--- src/rtl/ctrl_pipeline.sv ---
// ctrl_pipeline
// Carries the decoded ID-stage control bundle through the ID/EX, EX/MEM and
// MEM/WB stages and delivers stage-aligned control to the EX, MEM and WB
// datapaths. It also detects load-use hazards (one bubble per pair), flushes
// the IF/ID register on a taken branch, and keeps saturating stall and flush
// event counters for performance debug.
//
// Ports
//   clk, rst_n             clock (rising edge), asynchronous active-low reset
//   id_*                   decoded control and register fields of the ID instr
//   ex_branch_taken        branch comparison result from the EX datapath
//   ex_*                   EX-stage control (registered)
//   mem_*                  MEM-stage control (registered)
//   wb_*                   WB-stage control (registered)
//   hazard_stall           freezes PC and IF/ID (combinational)
//   flush_ifid             squashes IF/ID (combinational)
//   stall_count            saturating count of stall cycles
//   flush_count            saturating count of taken-branch flushes
module ctrl_pipeline #(
  parameter int CNT_W = 16
) (
  input  logic             clk,
  input  logic             rst_n,

  input  logic             id_valid,
  input  logic             id_ALUsrc,
  input  logic             id_MemtoReg,
  input  logic             id_RegWrite,
  input  logic             id_MemRead,
  input  logic             id_MemWrite,
  input  logic             id_Branch,
  input  logic [1:0]       id_ALUop,
  input  logic [4:0]       id_rs1,
  input  logic [4:0]       id_rs2,
  input  logic [4:0]       id_rd,

  input  logic             ex_branch_taken,

  output logic             ex_valid,
  output logic             ex_ALUsrc,
  output logic             ex_Branch,
  output logic             ex_MemRead,
  output logic             ex_MemWrite,
  output logic             ex_RegWrite,
  output logic             ex_MemtoReg,
  output logic [1:0]       ex_ALUop,
  output logic [4:0]       ex_rd,

  output logic             mem_MemRead,
  output logic             mem_MemWrite,
  output logic             mem_RegWrite,
  output logic             mem_MemtoReg,
  output logic [4:0]       mem_rd,

  output logic             wb_RegWrite,
  output logic             wb_MemtoReg,
  output logic [4:0]       wb_rd,

  output logic             hazard_stall,
  output logic             flush_ifid,
  output logic [CNT_W-1:0] stall_count,
  output logic [CNT_W-1:0] flush_count
);

  localparam logic [CNT_W-1:0] CNT_ONE = {{(CNT_W-1){1'b0}}, 1'b1};
  localparam logic [CNT_W-1:0] CNT_MAX = {CNT_W{1'b1}};

  // ID/EX stage register
  logic       ex_valid_q,    ex_valid_d;
  logic       ex_alusrc_q,   ex_alusrc_d;
  logic       ex_branch_q,   ex_branch_d;
  logic       ex_memread_q,  ex_memread_d;
  logic       ex_memwrite_q, ex_memwrite_d;
  logic       ex_regwrite_q, ex_regwrite_d;
  logic       ex_memtoreg_q, ex_memtoreg_d;
  logic [1:0] ex_aluop_q,    ex_aluop_d;
  logic [4:0] ex_rd_q,       ex_rd_d;

  // EX/MEM stage register
  logic       mem_memread_q,  mem_memread_d;
  logic       mem_memwrite_q, mem_memwrite_d;
  logic       mem_regwrite_q, mem_regwrite_d;
  logic       mem_memtoreg_q, mem_memtoreg_d;
  logic [4:0] mem_rd_q,       mem_rd_d;

  // MEM/WB stage register
  logic       wb_regwrite_q, wb_regwrite_d;
  logic       wb_memtoreg_q, wb_memtoreg_d;
  logic [4:0] wb_rd_q,       wb_rd_d;

  logic [CNT_W-1:0] stall_count_q, stall_count_d;
  logic [CNT_W-1:0] flush_count_q, flush_count_d;

  logic take;
  logic uses_rs2;
  logic raw;
  logic stall;
  logic id_regwrite_s;
  logic id_memtoreg_s;

  // Hazard and branch resolution
  always_comb begin
    take     = ex_valid_q & ex_branch_q & ex_branch_taken;
    uses_rs2 = ~id_ALUsrc | id_MemWrite;
    raw      = ex_valid_q & ex_memread_q & (ex_rd_q != 5'd0) & id_valid &
               ((ex_rd_q == id_rs1) | (uses_rs2 & (ex_rd_q == id_rs2)));
    // A taken branch discards the ID instruction, so its hazard is moot.
    stall    = raw & ~take;
  end

  // Writes to x0 are dropped, and MemtoReg is masked by the final RegWrite
  // so an undriven decoder MemtoReg never reaches the later stages.
  always_comb begin
    id_regwrite_s = id_RegWrite & (id_rd != 5'd0);
    id_memtoreg_s = id_regwrite_s & id_MemtoReg;
  end

  // ID/EX next state
  always_comb begin
    ex_valid_d    = 1'b0;
    ex_alusrc_d   = 1'b0;
    ex_branch_d   = 1'b0;
    ex_memread_d  = 1'b0;
    ex_memwrite_d = 1'b0;
    ex_regwrite_d = 1'b0;
    ex_memtoreg_d = 1'b0;
    ex_aluop_d    = 2'b00;
    ex_rd_d       = 5'd0;
    if (id_valid && !take && !stall) begin
      ex_valid_d    = 1'b1;
      ex_alusrc_d   = id_ALUsrc;
      ex_branch_d   = id_Branch;
      ex_memread_d  = id_MemRead;
      ex_memwrite_d = id_MemWrite;
      ex_regwrite_d = id_regwrite_s;
      ex_memtoreg_d = id_memtoreg_s;
      ex_aluop_d    = id_ALUop;
      ex_rd_d       = id_rd;
    end
  end

  // EX/MEM and MEM/WB advance every cycle; bubbles are already all-zero.
  always_comb begin
    mem_memread_d  = ex_memread_q;
    mem_memwrite_d = ex_memwrite_q;
    mem_regwrite_d = ex_regwrite_q;
    mem_memtoreg_d = ex_memtoreg_q;
    mem_rd_d       = ex_rd_q;

    wb_regwrite_d  = mem_regwrite_q;
    wb_memtoreg_d  = mem_memtoreg_q;
    wb_rd_d        = mem_rd_q;
  end

  // Saturating event counters
  always_comb begin
    stall_count_d = stall_count_q;
    flush_count_d = flush_count_q;
    if (stall && (stall_count_q != CNT_MAX)) begin
      stall_count_d = stall_count_q + CNT_ONE;
    end
    if (take && (flush_count_q != CNT_MAX)) begin
      flush_count_d = flush_count_q + CNT_ONE;
    end
  end

  always_ff @(posedge clk or negedge rst_n) begin
    if (!rst_n) begin
      ex_valid_q     <= 1'b0;
      ex_alusrc_q    <= 1'b0;
      ex_branch_q    <= 1'b0;
      ex_memread_q   <= 1'b0;
      ex_memwrite_q  <= 1'b0;
      ex_regwrite_q  <= 1'b0;
      ex_memtoreg_q  <= 1'b0;
      ex_aluop_q     <= 2'b00;
      ex_rd_q        <= 5'd0;
      mem_memread_q  <= 1'b0;
      mem_memwrite_q <= 1'b0;
      mem_regwrite_q <= 1'b0;
      mem_memtoreg_q <= 1'b0;
      mem_rd_q       <= 5'd0;
      wb_regwrite_q  <= 1'b0;
      wb_memtoreg_q  <= 1'b0;
      wb_rd_q        <= 5'd0;
      stall_count_q  <= '0;
      flush_count_q  <= '0;
    end else begin
      ex_valid_q     <= ex_valid_d;
      ex_alusrc_q    <= ex_alusrc_d;
      ex_branch_q    <= ex_branch_d;
      ex_memread_q   <= ex_memread_d;
      ex_memwrite_q  <= ex_memwrite_d;
      ex_regwrite_q  <= ex_regwrite_d;
      ex_memtoreg_q  <= ex_memtoreg_d;
      ex_aluop_q     <= ex_aluop_d;
      ex_rd_q        <= ex_rd_d;
      mem_memread_q  <= mem_memread_d;
      mem_memwrite_q <= mem_memwrite_d;
      mem_regwrite_q <= mem_regwrite_d;
      mem_memtoreg_q <= mem_memtoreg_d;
      mem_rd_q       <= mem_rd_d;
      wb_regwrite_q  <= wb_regwrite_d;
      wb_memtoreg_q  <= wb_memtoreg_d;
      wb_rd_q        <= wb_rd_d;
      stall_count_q  <= stall_count_d;
      flush_count_q  <= flush_count_d;
    end
  end

  assign ex_valid     = ex_valid_q;
  assign ex_ALUsrc    = ex_alusrc_q;
  assign ex_Branch    = ex_branch_q;
  assign ex_MemRead   = ex_memread_q;
  assign ex_MemWrite  = ex_memwrite_q;
  assign ex_RegWrite  = ex_regwrite_q;
  assign ex_MemtoReg  = ex_memtoreg_q;
  assign ex_ALUop     = ex_aluop_q;
  assign ex_rd        = ex_rd_q;

  assign mem_MemRead  = mem_memread_q;
  assign mem_MemWrite = mem_memwrite_q;
  assign mem_RegWrite = mem_regwrite_q;
  assign mem_MemtoReg = mem_memtoreg_q;
  assign mem_rd       = mem_rd_q;

  assign wb_RegWrite  = wb_regwrite_q;
  assign wb_MemtoReg  = wb_memtoreg_q;
  assign wb_rd        = wb_rd_q;

  assign hazard_stall = stall;
  assign flush_ifid   = take;
  assign stall_count  = stall_count_q;
  assign flush_count  = flush_count_q;

endmodule
--- config.mk ---
export PLATFORM = sky130hd
export DESIGN_NAME = ctrl_pipeline
export DESIGN_NICKNAME = d
export VERILOG_FILES = /design/src/rtl/ctrl_pipeline.sv
export SDC_FILE = /design/constraint.sdc
export NUM_CORES = 1
export LEC_CHECK = 0
export ABC_AREA = 1
export CELL_PAD_IN_SITES_DETAIL_PLACEMENT = 0
export CELL_PAD_IN_SITES_GLOBAL_PLACEMENT = 1
export CORE_MARGIN = 2
export CORE_UTILIZATION = 38
export CTS_BUF_LIST = sky130_fd_sc_hd__clkbuf_4 sky130_fd_sc_hd__clkbuf_8
export DETAILED_ROUTE_END_ITERATION = 8
export PLACE_DENSITY = 0.87
export SYNTH_ARGS = -nofsm -noshare
export SYNTH_HDL_FRONTEND = slang
export SYNTH_SLANG_ARGS = --single-unit
--- constraint.sdc ---
create_clock -name clk -period 2.5 [get_ports clk]
set_clock_uncertainty 0.1 [all_clocks]
set_input_delay 0.25 -clock clk [delete_from_list [all_inputs] [get_ports clk]]
set_output_delay 0.25 -clock clk [all_outputs]
set_load 0.1 [all_outputs]
# Yosys cells after proc, flatten, opt, wreduce, memory -nomap -nowiden
# Index checks and enable logic that the tools add are counted.
# word_totals
regBits,62
in_bits,27
output_inout_bits,64
word_cells,56
# op_classes
addsub,2
n_eq_ne,4
n_mux,9
bitwise,14
n_reduce_logical,8
# op_table
cell,n
16-bit by 1-bit adder with 16-bit output (second input constant),2
16-bit inequality test (second input constant),2
1-bit bitwise AND,10
5-bit equality test,2
5-bit nonzero test,2
1-bit 2-to-1 mux,7
5-bit 2-to-1 mux,1
1-bit logical AND,4
1-bit zero test,2
2-bit 2-to-1 mux,1
1-bit NOT,2
1-bit OR,2

# Logic depth before layout (Yosys ltp)
# Gate-level depths: netlist of run 1.
# logic_depth
depth_word,9
mapped_depth,10
depth_no_buf,10

# Worst setup path before layout of run 1
# Ideal clock, no wire load.
# synth_path
path_kind,register -> register
startpoint,"register ex_valid_q, in the netlist ex_valid"
endpoint,"register flush_count_q[4], in the netlist flush_count[4]"
setup_time_ns,0.163
arrival_time_ns,2.488
setup_slack_ns,-0.251
path_stages_with_launch,7
path_buffers,1
period_less_slack_ns,2.751
path_cell_list,dfrtp_1 -> nand3_1 -> inv_1 -> nand2_1 -> buf_2 -> nor2_1 -> xor2_1
# synth_via
elab_chain_len,3
# synth_lines
item,line_no,source
"start, declared",69,"logic ex_valid_q, ex_valid_d;"
"start signal, assigned",189,ex_valid_q <= ex_valid_d;
1-bit bitwise AND (2 in a row),103,take = ex_valid_q & ex_branch_q & ex_branch_taken;
via flush_ifid,60,"output logic flush_ifid,"
1-bit logical AND,162,if (take && (flush_count_q != CNT_MAX)) begin
"end signal, assigned",207,flush_count_q <= flush_count_d;
"end, declared",92,"logic [CNT_W-1:0] flush_count_q, flush_count_d;"
# The timed path passes the listed nets, and every way through them passes these cells.
# A chain may end at the register's enable or synchronous reset.

# Worst setup path after layout of run 1
# layout_path
startpoint,"register ex_rd_q[3], in the netlist ex_rd[3]"
endpoint,output port hazard_stall
# layout_via
elab_chain_len,5
# layout_lines
item,line_no,source
"start, declared",77,"logic [4:0] ex_rd_q, ex_rd_d;"
"start signal, assigned",197,ex_rd_q <= ex_rd_d;
5-bit equality test / 5-bit nonzero test (equally long branches),"106, 105",
"1-bit bitwise AND, on equally long branches","106, 105",
1-bit OR / 1-bit bitwise AND (equally long branches),"106, 105",
1-bit bitwise AND (*),105,raw = ex_valid_q & ex_memread_q & (ex_rd_q != 5'd0) & id_valid &
1-bit bitwise AND (*),108,stall = raw & ~take;
"end, declared",59,"output logic hazard_stall,"
# Mark *: on every way between the ends. The rest lies on a longest branch, timed or not.

==> results of run 1 <==
## flip-flops by register name, summed over array words and instances (netlist names)
register / count
mem_MemtoReg: 1
ex_rd: 5
ex_RegWrite: 1
wb_RegWrite: 1
ex_ALUop: 2
ex_MemWrite: 1
mem_MemWrite: 1
flush_count: 16
ex_Branch: 1
stall_count: 16
ex_MemtoReg: 1
mem_rd: 5
ex_MemRead: 1
mem_MemRead: 1
wb_MemtoReg: 1
mem_RegWrite: 1
ex_valid: 1
wb_rd: 5
ex_ALUsrc: 1
## logic make-up (layout without fill, tap and decap cells)
family                     Yosys count  count (layout)  synth area share, %
AOI/OAI and AO/OA                    5               5                0.894
xor gates and xnor gates            18              18                 5.12
adders and majority gates            2               2                0.813
buffers and inverters               60             165                 7.89
DFF                                 62              62                 50.4
and+or+nand+nor                    237             237                 34.9
## cell usage after synthesis, drive strengths merged
cell type  instances
inv               53
o31ai              1
xnor2              6
buf                7
ha                 2
nand4             24
dfrtp             62
nor2              49
nor3              10
xor2              12
nand2            128
nand3             25
nand3b             1
o21ai              4
## power breakdown
group	internal, W	switching (W)	total [W]
registers	0.00107	0.0000705	0.00114
clock network	0.000499	0.000408	0.000907
logic	0.000172	0.000623	0.000795
total	0.00174	0.00110	0.00284
## final timing paths
check | depth (start not counted) | endpoint
max | 7 | hazard_stall
min | 0 | wb_rd[0]$_DFF_PN0_
max reg2reg | 9 | stall_count[1]$_DFFE_PN0P_
min reg2reg | 0 | wb_rd[0]$_DFF_PN0_
max in group asynchronous | 3 | ex_valid$_DFF_PN0_
min in group asynchronous | 2 | flush_count[10]$_DFFE_PN0P_
## stage by stage
| step | utilization [%] | std cells | setup slack (ns) |
|---|---|---|---|
| detailed placement | 50.8 | 574 | 0.442 |
| global route | 53.6 | 591 | 0.299 |
| global placement | 50.8 | 574 | 0.469 |
| CTS | 53.6 | 591 | 0.401 |
| finish | 53.6 | 591 | 0.436 |
| floorplan | - | 384 | 0.0212 |
## metal layers
| layer | vias to the layer above | track usage [%] |
|---|---|---|
| li1 | 1410 | - |
| met2 | 62 | 29.3 |
| met1 | 1314 | 23.1 |
| met4 | 0 | 6.88 |
| met3 | 8 | 3.69 |
| met5 | - | 0 |
## worst register-to-register path, delay by kind of cell (launching register included)
family	cells	cell delay (ns)
adders and majority gates	1	0.32
and+or+nand+nor	8	1.02
DFF	1	0.48
## area by class of cell
class	count	area, sq um	area share, %
clock inverters	5	58.8	1.41
repair buffers	96	808	19.3
inverters	53	206	4.93
flip-flops and latches	62	1550	37.1
clock buffers	11	145	3.47
well taps	102	128	3.05
multi-input cells	262	1280	30.7
==> metrics, run 1 <==
GRT overflow 0; largest area contributor in the synthesized netlist dfrtp_1; Fin. Hold Viols 0; Mapped Cells 384; HP Start mem_rd[0]$_DFF_PN0_; layout cells sized above 1 22.3%; drt wl/cell ~13 um; CP Data Arrival Time roughly 1.7 ns; hold crit path type register to register; Critical Path Slowest Stage Cell dfrtp_1; most frequent cells in the layout 125 x nand2_1, 67 x buf_4, 60 x dfrtp_1; DRT iter0 DRCs approximately 130; Max stage delay on crit path 0.44 ns; die height around 94 um; final setup fails 0; Synth Area per Inst 8.02 sq um; final worst-path cycle share 82.6%; Seq cells post-synth just over 60; pin count of the biggest net entering global routing 26; Seq/Total Area, Yosys 50.4%; Final #Nets ~510; Post-Route WL 7540 um; Post-CTS Resized 0; area of the die 8840 sq um; R2R Setup Slk 0.50 ns; RD Place Congestion ~0.87; Setup Crit Path Kind register to primary output; Startpoint Class register; maximum clock rate between 400 and 500 MHz; # diodes 0; CP delay by family, top simple AND/OR/NAND/NOR gates; clk buf depth 2; LEAKAGE 2.19 nW; H-tree depth 3; first-pass GRT wire length approximately 12,000 um; CTS Buf Count 9; antenna-violating nets left 0; met3 wire length 329 um; clock latency on the worst-skew pair 0.33 ns; Finished Cell Area 4180 sq um; vias in the first global route 2,634; # Max-Cap Violations 0; Crit path required time 2.15 ns; Synth Warn # 0; Tmin final ~2.1 ns; # hold bufs at CTS 1; number of antenna violations at the first check in global routing 0; IO Count 91; Synth cell types 25; Port Buffers 90; Power Total between 0.002 and 0.003 W; DRT met1 WL 3440 um; Synth top area share 50.4%; post-synthesis cell area around 3100 sq um; CTS tree done; Rows 32; Worst setup EP type primary output; CTS sink count 62; fillers 752; worst path bufs/invs 3; final hold slack 0.281 ns; setup TNS 0 ns; status complete, no violations; CP max FO 5; slew margin rel. 62.3%; Reg clk slew, reported paths 0.07 ns; CTS Root Cell clkbuf_8; Post-CTS Setup Inserts 0; Synth area leaders dfrtp_1 50%, nand2_1 15%, nor2_1 5.5%; core area roughly 7800 sq um; CP Cell Sequence inv_2 -> nand3_1 -> nor3_1 -> nor2_4 -> nand2_1 -> clkinvlp_4 -> buf_12; Worst-Margin Slew 0.566 ns; via count ~2,800; pwr/cell area 679 nW/um^2; routed length on met2 3660 um; Synth-to-Final Area Change 35.9%; reg2reg start stall_count[0]$_DFFE_PN0P_; First-pass DRT Iterations 4; Syn Nets 413; Residual DRC 0; RSZ-0062 raised after global routing no; Die X about 94 um; Setup crit start ex_rd[3]$_DFF_PN0_; GRT Total Usage 17.8%; peak supply drop 335 uV; Placed Area between 3000 and 4000 sq um; Slew Limit Fails 0; uppermost layer routed met4; via density per instance about 4.7; Initial Utilization about two fifths; most common cell after layout, fill and taps aside nand2_1; hpwl dp about 5600 um
(Power assumes the default switching activity.)
==> run 2, diff against run 1 <==
--- a/config.mk
+++ b/config.mk
@@ -9,10 +9,10 @@
 export CELL_PAD_IN_SITES_DETAIL_PLACEMENT = 0
 export CELL_PAD_IN_SITES_GLOBAL_PLACEMENT = 1
 export CORE_MARGIN = 2
-export CORE_UTILIZATION = 38
+export CORE_UTILIZATION = 32
 export CTS_BUF_LIST = sky130_fd_sc_hd__clkbuf_4 sky130_fd_sc_hd__clkbuf_8
 export DETAILED_ROUTE_END_ITERATION = 8
-export PLACE_DENSITY = 0.87
+export PLACE_DENSITY = 0.78
 export SYNTH_ARGS = -nofsm -noshare
 export SYNTH_HDL_FRONTEND = slang
 export SYNTH_SLANG_ARGS = --single-unit
==> constraint.sdc (replaced) <==
create_clock -name clk -period 1.66 [get_ports clk]
set_clock_uncertainty 0.1 [all_clocks]
set_input_delay 0.166 -clock clk [delete_from_list [all_inputs] [get_ports clk]]
set_output_delay 0.166 -clock clk [all_outputs]
set_load 0.1 [all_outputs]
==> run 2 against run 1 <==
The run now ends with negative setup slack left. Combinational power increased by 110%. Largest cell class is now buffers. Worst setup slack got worse by 0.67 ns. Non-clock buffer count increased by 47.
==> metrics, run 2 (same netlist as run 1, synthesis figures left out) <==
status finished, violations left (was complete, no violations); failing checks negative setup slack; pin count of the biggest net entering global routing 63 (was 26); CP Data Arrival Time 1.63 ns (was 1.71 ns); # diodes 0 (unchanged); reg2reg start ex_rd[2]$_DFF_PN0_ (was stall_count[0]$_DFFE_PN0P_); Crit path required time 1.39 ns (was 2.15 ns); # Max-Cap Violations 0 (unchanged); clk buf depth 2 (unchanged); Rows 35 (was 32); Initial Utilization 33.2% (was 39.4%); First-pass DRT Iterations 4 (unchanged); LEAKAGE 2.63 nW (was 2.19 nW); Fin. Hold Viols 0 (unchanged); Residual DRC 0 (unchanged); CP max FO 4 (was 5); Hold Path Depth 3 (was 0); RD Place Congestion 0.863 (was 0.874); Startpoint Class register (unchanged); most frequent cells in the layout 111 x nand2_1, 66 x buf_12, 42 x inv_1, 42 x buf_4, 39 x nor2_1 (was 125 x nand2_1, 67 x buf_4, 60 x dfrtp_1); DRT iter0 DRCs 67 (was 133); IO Count 91 (unchanged); Synth-to-Final Area Change 85.2% (was 35.9%); setup ws final -0.239 ns (was 0.436 ns); area of the die 10,400 sq um (was 8840 sq um); Setup crit start ex_rd[2]$_DFF_PN0_ (was ex_rd[3]$_DFF_PN0_); most common cell after layout, fill and taps aside nand2_1 (unchanged); Reg-to-Reg End stall_count[13]$_DFFE_PN0P_ (was stall_count[1]$_DFFE_PN0P_); RSZ-0062 raised after global routing yes (was no); Final #Nets 561 (was 513); Worst Hold End ex_ALUop[0]$_DFF_PN0_ (was wb_rd[0]$_DFF_PN0_); Port Buffers 90 (unchanged); GRT Total Usage 18.2% (was 17.8%); H-tree depth 3 (unchanged); Finished Cell Area 5700 sq um (was 4180 sq um); HP Start id_ALUop[0] (was mem_rd[0]$_DFF_PN0_); peak supply drop 792 uV (was 335 uV); pwr/cell area 841 nW/um^2 (was 679 nW/um^2); hpwl dp 6290 um (was 5610 um); Placed Area 5160 sq um (was 3970 sq um); drt wl/cell 13.1 um (was 12.8 um); Reg clk slew, reported paths 0.07 ns (about the same); Worst-Margin Slew 0.455 ns (was 0.566 ns); via count 2,992 (was 2,794); via density per instance 4.49 (was 4.73); layout cells sized above 1 41.3% (was 22.3%); Tmin final between 1.5 and 2 ns; CTS tree done (unchanged); antenna-violating nets left 0 (unchanged); R2R Setup Slk -0.22 ns (was 0.50 ns); Setup Crit Path Kind register to primary output (unchanged); CTS Root Cell clkbuf_8 (unchanged); setup TNS -3.29 ns (was 0 ns); Post-Route WL 8760 um (was 7540 um); final setup fails 18 (was 0); fillers 803 (was 752); first-pass GRT wire length 14,700 um (was 12,300 um); Die X 102 um (was 94 um); die height 102 um (was 94 um); CTS Buf Count 9 (unchanged); Slew Limit Fails 0 (unchanged); CTS sink count 62 (unchanged); maximum clock rate 527 MHz; hold crit path type input pin to register (was register to register); final worst-path cycle share 114%; vias in the first global route 3,126 (was 2,634); number of antenna violations at the first check in global routing 0 (unchanged); clock latency on the worst-skew pair 0.34 ns (was 0.33 ns); Worst setup EP type primary output (unchanged); Reg2Reg Depth 13 (was 9); Final Util 61.4% (was 53.6%); core area 9280 sq um (was 7810 sq um); GRT overflow 0 (unchanged); slew margin rel. 69.5% (was 62.3%)
==> run 2: cell count changes in the layout (fill, tap and decap cells not counted), sizes merged <==
cell,delta
buf,+46
bufbuf,+1
clkinvlp,-1
nand3,+1
clkbuf,+1
==> run 2: area by class of cell <==
class / count / area [sq um] / share of cell area, %
Clock inverter: 4 / 47.5 / 0.834
Multi-Input combinational cell: 263 / 1470 / 25.8
Sequential cell: 62 / 1630 / 28.7
Inverter: 53 / 214 / 3.75
Clock buffer: 12 / 153 / 2.68
Timing Repair Buffer: 143 / 2020 / 35.4
Tap cell: 129 / 161 / 2.83
==> run 2: worst max-delay path by stage <==
stage	end	slack [ns]	cells after the start
after floorplan	flush_count[4]$_DFFE_PN0P_	-0.34	6
after global placement	stall_count[9]$_DFFE_PN0P_	-0.13	11
after detailed placement	stall_count[11]$_DFFE_PN0P_	-0.18	11
after CTS	hazard_stall	-0.26	7
after global routing	stall_count[15]$_DFFE_PN0P_	-0.33	12
final	hazard_stall	-0.24	7
==> run 2: timing repair <==
| item | in CTS | in global routing |
|---|---|---|
| resized for setup | 20 | 26 |
| hold endpoints to repair | 62 | 0 |
| gates cloned | 2 | 0 |
| setup endpoints to repair | 26 | 43 |
| hold buffers | 1 | 0 |
| pin swaps | 14 | 13 |
| buffers inserted | 13 | 7 |
==> run 2: layer usage <==
layer / wire length, um / track usage [%]
met1: 3720 / 22.8
met3: 644 / 6.57
met4: 114 / 5.95
met2: 4280 / 29.4
met5: 0 / 0
==> run 2: power breakdown <==
| part | leakage, nW | switching [W] | internal (W) |
|---|---|---|---|
| Clock | 0.103 | 0.000586 | 0.000763 |
| Combinational | 1.77 | 0.00104 | 0.000635 |
| Sequential | 0.760 | 0.000134 | 0.00164 |
| Total | 2.63 | 0.00176 | 0.00304 |
==> run 2: metrics by stage <==
| step | hold slack [ns] | total power [W] | setup slack [ns] | cells |
|---|---|---|---|---|
| after floorplan | -0.230 | 0.00266 | -0.342 | 384 |
| after global placement | 0.103 | 0.00336 | -0.131 | 630 |
| after detailed placement | 0.109 | 0.00337 | -0.179 | 630 |
| after CTS | 0.222 | 0.00481 | -0.263 | 662 |
| after global routing | 0.221 | 0.00499 | -0.328 | 666 |
| final | 0.236 | 0.00480 | -0.239 | 666 |
==> run 2: critical path: stages, from the launching register on <==
cell and delay (ns):
dfrtp_4 0.51, inv_4 0.08, nand3_4 0.07, nor3_4 0.22, nor2_4 0.07, nand2_4 0.08, clkinvlp_4 0.09, buf_12 0.17
